===== config.mk =====
export PLATFORM = sky130hd
export DESIGN_NAME = psx_bus_engine
export DESIGN_NICKNAME = d
export VERILOG_FILES = /design/src/rtl/psx_bus_engine.sv
export SDC_FILE = /design/constraint.sdc
export NUM_CORES = 1
export LEC_CHECK = 0
export ABC_AREA = 1
export CORE_MARGIN = 2
export CORE_UTILIZATION = 50
export CTS_CLUSTER_SIZE = 25
export DETAILED_ROUTE_END_ITERATION = 12
export HOLD_SLACK_MARGIN = 0.12
export PLACE_DENSITY = 0.81
export SLEW_MARGIN = 40
export SYNTH_ARGS = -nofsm -noshare
export SYNTH_HDL_FRONTEND = slang
export SYNTH_SLANG_ARGS = --single-unit

===== constraint.sdc =====
create_clock -name clk -period 5.3 [get_ports clk]
set_clock_uncertainty 0.05 [all_clocks]
set_input_delay 1.325 -clock clk [delete_from_list [all_inputs] [get_ports clk]]
set_output_delay 1.325 -clock clk [all_outputs]
set_load 0.02 [all_outputs]

===== src/rtl/psx_bus_engine.sv =====
// rtl/psx_bus_engine.sv - PSX pad transaction engine: ATT framing, divided clock, byte shift, ACK timeout
module psx_bus_engine #(
    parameter int CLK_DIV     = 4,
    parameter int MAX_BYTES   = 9,
    parameter int ATT_SETUP   = 16,
    parameter int ACK_TIMEOUT = 400,
    parameter int GAP_CLK     = 8
) (
    input  logic                   clk,
    input  logic                   rst,
    input  logic                   start,
    input  logic [3:0]             bytes_expected,
    input  logic [8*MAX_BYTES-1:0] tx_data,
    output logic [8*MAX_BYTES-1:0] rx_data,
    output logic [3:0]             c_counter,
    output logic                   busy,
    output logic                   READY,
    output logic                   err_f,
    output logic                   psx_att,
    output logic                   psx_clk,
    output logic                   psx_cmd,
    input  logic                   psx_dat,
    input  logic                   psx_ack
);
    typedef enum logic [2:0] {
        S_IDLE, S_SETUP, S_SHIFT, S_ACK_WAIT, S_GAP, S_DONE, S_ERROR
    } state_t;

    state_t                 state_q;
    logic [11:0]            cnt_q;
    logic [2:0]             bit_q;
    logic                   phase_q;   // 0: psx_clk low half, 1: high half
    logic [3:0]             nbytes_q;
    logic [3:0]             c_counter_q;
    logic [8*MAX_BYTES-1:0] tx_q;
    logic [8*MAX_BYTES-1:0] rx_q;
    logic [7:0]             rx_byte_q;
    logic                   ack_seen_q;
    logic                   dat_s1_q, dat_s2_q, ack_s1_q, ack_s2_q;
    logic                   busy_q, ready_q, err_q, att_q, clk_q, cmd_q;

    logic [127:0] tx_ext_d;
    logic [6:0]   first_idx_d, next_idx_d;
    logic         cmd_first_d, cmd_next_d;
    logic [7:0]   rx_byte_d;
    logic         len_ok_d;

    // tx is padded to 16 bytes so any 4-bit byte index selects a defined bit
    always_comb begin
        tx_ext_d = '0;
        tx_ext_d[8*MAX_BYTES-1:0] = tx_q;
        first_idx_d = {c_counter_q, 3'd0};
        next_idx_d  = {c_counter_q, 3'(bit_q + 3'd1)};
        cmd_first_d = tx_ext_d[first_idx_d];
        cmd_next_d  = tx_ext_d[next_idx_d];
        rx_byte_d   = {dat_s2_q, rx_byte_q[7:1]};
        len_ok_d    = (bytes_expected != 4'd0) && (bytes_expected <= 4'(MAX_BYTES));
    end

    always_ff @(posedge clk) begin
        if (rst) begin
            state_q     <= S_IDLE;
            cnt_q       <= '0;
            bit_q       <= '0;
            phase_q     <= 1'b0;
            nbytes_q    <= '0;
            c_counter_q <= '0;
            tx_q        <= '0;
            rx_q        <= '0;
            rx_byte_q   <= '0;
            ack_seen_q  <= 1'b0;
            dat_s1_q    <= 1'b1;
            dat_s2_q    <= 1'b1;
            ack_s1_q    <= 1'b1;
            ack_s2_q    <= 1'b1;
            busy_q      <= 1'b0;
            ready_q     <= 1'b0;
            err_q       <= 1'b0;
            att_q       <= 1'b1;
            clk_q       <= 1'b1;
            cmd_q       <= 1'b1;
        end else begin
            dat_s1_q <= psx_dat;
            dat_s2_q <= dat_s1_q;
            ack_s1_q <= psx_ack;
            ack_s2_q <= ack_s1_q;
            case (state_q)
                S_IDLE, S_DONE, S_ERROR: begin
                    if (start) begin
                        c_counter_q <= '0;
                        rx_q        <= '0;
                        cnt_q       <= '0;
                        ready_q     <= 1'b0;
                        nbytes_q    <= bytes_expected;
                        tx_q        <= tx_data;
                        if (len_ok_d) begin
                            state_q <= S_SETUP;
                            busy_q  <= 1'b1;
                            att_q   <= 1'b0;
                            err_q   <= 1'b0;
                        end else begin
                            state_q <= S_ERROR;
                            err_q   <= 1'b1;
                        end
                    end
                end
                S_SETUP: begin
                    if (cnt_q == 12'(ATT_SETUP - 1)) begin
                        state_q <= S_SHIFT;
                        cnt_q   <= '0;
                        bit_q   <= '0;
                        phase_q <= 1'b0;
                        clk_q   <= 1'b0;
                        cmd_q   <= cmd_first_d;
                    end else begin
                        cnt_q <= cnt_q + 12'd1;
                    end
                end
                S_SHIFT: begin
                    if (cnt_q != 12'(CLK_DIV - 1)) begin
                        cnt_q <= cnt_q + 12'd1;
                    end else begin
                        cnt_q <= '0;
                        if (!phase_q) begin
                            phase_q   <= 1'b1;
                            clk_q     <= 1'b1;
                            rx_byte_q <= rx_byte_d;
                            if (bit_q == 3'd7) begin
                                for (int k = 0; k < MAX_BYTES; k++) begin
                                    if (c_counter_q == 4'(k)) rx_q[8*k +: 8] <= rx_byte_d;
                                end
                                c_counter_q <= c_counter_q + 4'd1;
                            end
                        end else if (bit_q != 3'd7) begin
                            phase_q <= 1'b0;
                            clk_q   <= 1'b0;
                            bit_q   <= bit_q + 3'd1;
                            cmd_q   <= cmd_next_d;
                        end else begin
                            cmd_q <= 1'b1;
                            if (c_counter_q == nbytes_q) begin
                                state_q <= S_DONE;
                                ready_q <= 1'b1;
                                busy_q  <= 1'b0;
                                att_q   <= 1'b1;
                            end else begin
                                state_q    <= S_ACK_WAIT;
                                ack_seen_q <= 1'b0;
                            end
                        end
                    end
                end
                S_ACK_WAIT: begin
                    // a completed ACK pulse takes priority over a coincident timeout
                    if (ack_seen_q && ack_s2_q) begin
                        state_q <= S_GAP;
                        cnt_q   <= '0;
                    end else if (cnt_q == 12'(ACK_TIMEOUT - 1)) begin
                        state_q <= S_ERROR;
                        err_q   <= 1'b1;
                        busy_q  <= 1'b0;
                        att_q   <= 1'b1;
                    end else begin
                        cnt_q <= cnt_q + 12'd1;
                        if (!ack_s2_q) ack_seen_q <= 1'b1;
                    end
                end
                S_GAP: begin
                    if (cnt_q == 12'(GAP_CLK - 1)) begin
                        state_q <= S_SHIFT;
                        cnt_q   <= '0;
                        bit_q   <= '0;
                        phase_q <= 1'b0;
                        clk_q   <= 1'b0;
                        cmd_q   <= cmd_first_d;
                    end else begin
                        cnt_q <= cnt_q + 12'd1;
                    end
                end
                default: state_q <= S_IDLE;
            endcase
        end
    end

    assign rx_data   = rx_q;
    assign c_counter = c_counter_q;
    assign busy      = busy_q;
    assign READY     = ready_q;
    assign err_f     = err_q;
    assign psx_att   = att_q;
    assign psx_clk   = clk_q;
    assign psx_cmd   = cmd_q;
endmodule


==> key figures <==
Critical path
  • R2R Path End: psx_cmd
  • Reg2reg path depth: 13
  • CP max stage delay: 0.76 ns
  • FF-to-FF setup slack: 1.89 ns
  • Worst r2r src: bit_q[0]
  • CP endpoint kind: flop
  • Most used cell, CP: nand2_1
  • Data required, critical path: 5.58 ns
  • Critical path peak fanout: 54
  • Critical path arrival: 3.69 ns
  • CP Launch Type: flop
  • CP max-delay cell: clkinv_1
  • Critical Path, Cell by Cell: buf_4 -> ha_1 -> clkinv_1 -> nand3_1 -> nand3_1 -> nand3_1 -> nand2_1 -> nand2_1 -> nand3_1 -> nand2_1 -> nand2_1 -> nand2_1 -> nand2_1
  • CP Class: flop to flop

Detailed routing
  • DRT antenna net count: 0
  • Drt wl/cell: 14.8 um
  • TritonRoute pass-1 iters: 5
  • Total Wirelength: 22800 um
  • Initial DRC Count: 603
  • DR DRC count: 0
  • Vias: 8079
  • Vias per Instance: 5.23

Place
  • Pre-CTS WS: 1.60 ns
  • Routability cong.: 0.888
  • DP HPWL: 15200 um
  • I/O Buffers: 162
  • DP Area: 10000 sq um

Final layout
  • Final Core Density: 64.7%
  • Final net count: 1401
  • Layout cells sized above 1: 5.66%
  • Ant. Diodes: 0
  • Design area: 10600 sq um
  • Layout area overhead: 27.9%

STA
  • Setup TNS: 0 ns
  • Final WS setup: 1.89 ns
  • Worst Hold Margin: 0.362 ns
  • RSZ-0062 raised after global routing: no
  • Fin crit period: 3.41 ns
  • Max Clk Rate: 293 MHz
  • Fin crit share: 64.3%
  • Pin slew with the least headroom to its limit: 0.811 ns
  • Slew Viols, Final: 0
  • Final Hold Viols: 0
  • Final setup violation count: 0
  • Worst slew margin: 45.7%

Floorplanning
  • Initial Util: 50.6%
  • Site Rows: 47
  • Die Span Y: 133 um
  • Die footprint: 17600 sq um
  • # IOs: 163
  • Die Wd: 133 um
  • Core area: 16300 sq um

Logic synthesis
  • Most numerous cell in the Yosys netlist: nor2_1
  • Syn Inst Count: 1180
  • Area of the mapped netlist: 8270 sq um
  • Ys async rst share: 0%
  • Cells taking the most area after synthesis: dfxtp_1 46%, nor2_1 11%, o21ai_0 10%
  • Synthesis Warnings: 0
  • Largest area contributor in the netlist: dfxtp_1
  • Primary FF master, synth: dfxtp_1
  • Area share of the largest cell type after synthesis: 45.7%
  • Synthesized flop and latch total: 189
  • Post-synthesis sequential area ratio: 45.7%
  • Most instantiated cells after synthesis: 242 x nor2_1, 189 x dfxtp_1, 169 x o21ai_0
  • Syn nets: 1268
  • Yosys cell types: 33
  • Number of synthesized flops with an enable pin: 0
  • Avg Inst Size Synth: 7.01 sq um

Min path
  • Worst Hold Path Cells: 1
  • Hold path startpoint: dat_s1_q
  • Hold Path Class: flop to flop
  • End of the worst hold path: dat_s2_q

Status
  • Outcome: complete, no violations

GRT
  • Initial antenna violation count: 0
  • Global-route wire length before repair: 37100 um
  • Largest net degree at the start of global routing: 126
  • Vias in the first global route: 7548
  • Total congestion overflow: 0
  • GRT Util Overall: 26.0%

CTS
  • CTS tree: yes
  • PostCTS Resize Cnt: 0
  • H-Tree Depth: 4
  • Clock tree buffer depth: 2
  • Post-CTS Hold Buffers: 0
  • Clk sink count: 189
  • CTS root buf: clkbuf_16
  • Clock Pin Slew Worst Setup and Hold Paths: 0.07 ns
  • Worst skew pair latency: 0.43 ns
  • Total CTS buffers: 17
  • Setup Buffers After CTS: 0

Power
  • Worst vdd ir: 345 uV
  • Power density cells: 555 nW/um^2
  • P_leak: 0.00438 uW

Run
  • Max Cap Violations: 0
[area by class of cell]
class                      count  area, sq um
timing repair buffer         169         1680
clock buffer                  20          447
clock inverter                11          113
fill                        1458         5770
multi-input combinational    811         3810
tap                          220          275
inverter                     125          472
sequential                   189         3780
[report_power, final]
part / internal, uW / switching [uW] / total (uW) / leakage (uW)
Combinational: 906 / 1790 / 2690 / 0.00255
Clock: 665 / 562 / 1230 / 0.000270
Sequential: 1780 / 167 / 1950 / 0.00155
Total: 3350 / 2510 / 5870 / 0.00438
[routing by layer]
layer	wire [um]	global-route usage, %
met5	0	0
met4	687	10.3
met3	2270	9.77
met1	9690	32.4
met2	10200	41.0
[flip-flops by register name (all words and copies together), names as in the netlist]
name / count
READY: 1
ack_s1_q: 1
ack_s2_q: 1
ack_seen_q: 1
bit_q: 3
busy: 1
c_counter: 4
cnt_q: 12
dat_s1_q: 1
dat_s2_q: 1
err_f: 1
nbytes_q: 4
phase_q: 1
psx_att: 1
psx_clk: 1
psx_cmd: 1
rx_byte_q: 7
rx_data: 72
state_q: 3
tx_q: 72
[logic make-up after synthesis]
| kind of cell | count (synthesis) | synth area share [%] |
|---|---|---|
| DFF | 189 | 45.7 |
| AOI/OAI and AO/OA | 282 | 17.6 |
| xor gates and xnor gates | 6 | 0.635 |
| buffers and inverters | 180 | 8.35 |
| and+or+nand+nor | 516 | 26.6 |
| adders and majority gates | 7 | 1.06 |
[cell usage in the layout (no fill, tap or decap), types with 3 or more instances in the layout]
cell type / instances
ha_1: 7
o21bai_1: 3
o211ai_1: 11
nand3_1: 67
nor2_2: 6
nor3_1: 8
clkinv_4: 3
clkinv_2: 4
nand4_1: 5
a21oi_1: 95
inv_1: 113
o21ai_0: 169
buf_4: 6
nor3b_1: 3
clkdlybuf4s50_1: 162
xnor2_1: 4
nand2_1: 165
nor2_4: 10
clkbuf_16: 17
dfxtp_1: 189
or2_2: 6
inv_2: 8
nor2_1: 237
nand2_2: 3
[stage by stage]
step / std cells / total power (uW)
final: 1545 / 5870
after global routing: 1545 / 6300
after CTS: 1545 / 5880
after detailed placement: 1514 / 4640
after global placement: 1514 / 4580
after floorplan: 1180 / 3870
[worst max path at each step]
stage / start / endpoint / slack [ns] / cells after the start
after floorplan: bytes_expected[1] / busy / 2.83 / 8
after global placement: rst / rx_byte_q[4] / 1.62 / 6
after detailed placement: rst / rx_byte_q[5] / 1.60 / 6
after CTS: bit_q[0] / psx_cmd / 1.85 / 13
after global routing: bit_q[0] / psx_cmd / 1.54 / 14
final: bit_q[0] / psx_cmd / 1.89 / 13
[worst max-delay path: cells and delay by family, from the launching register on]
kind | cells | cell delay [ns]
AND/OR/NAND/NOR | 10 | 0.97
flip-flops | 1 | 0.31
adder cells (fa/ha/maj) | 1 | 0.73
buffers and inverters | 2 | 1.23
Note: power is estimated with default switching activity, not from simulation.
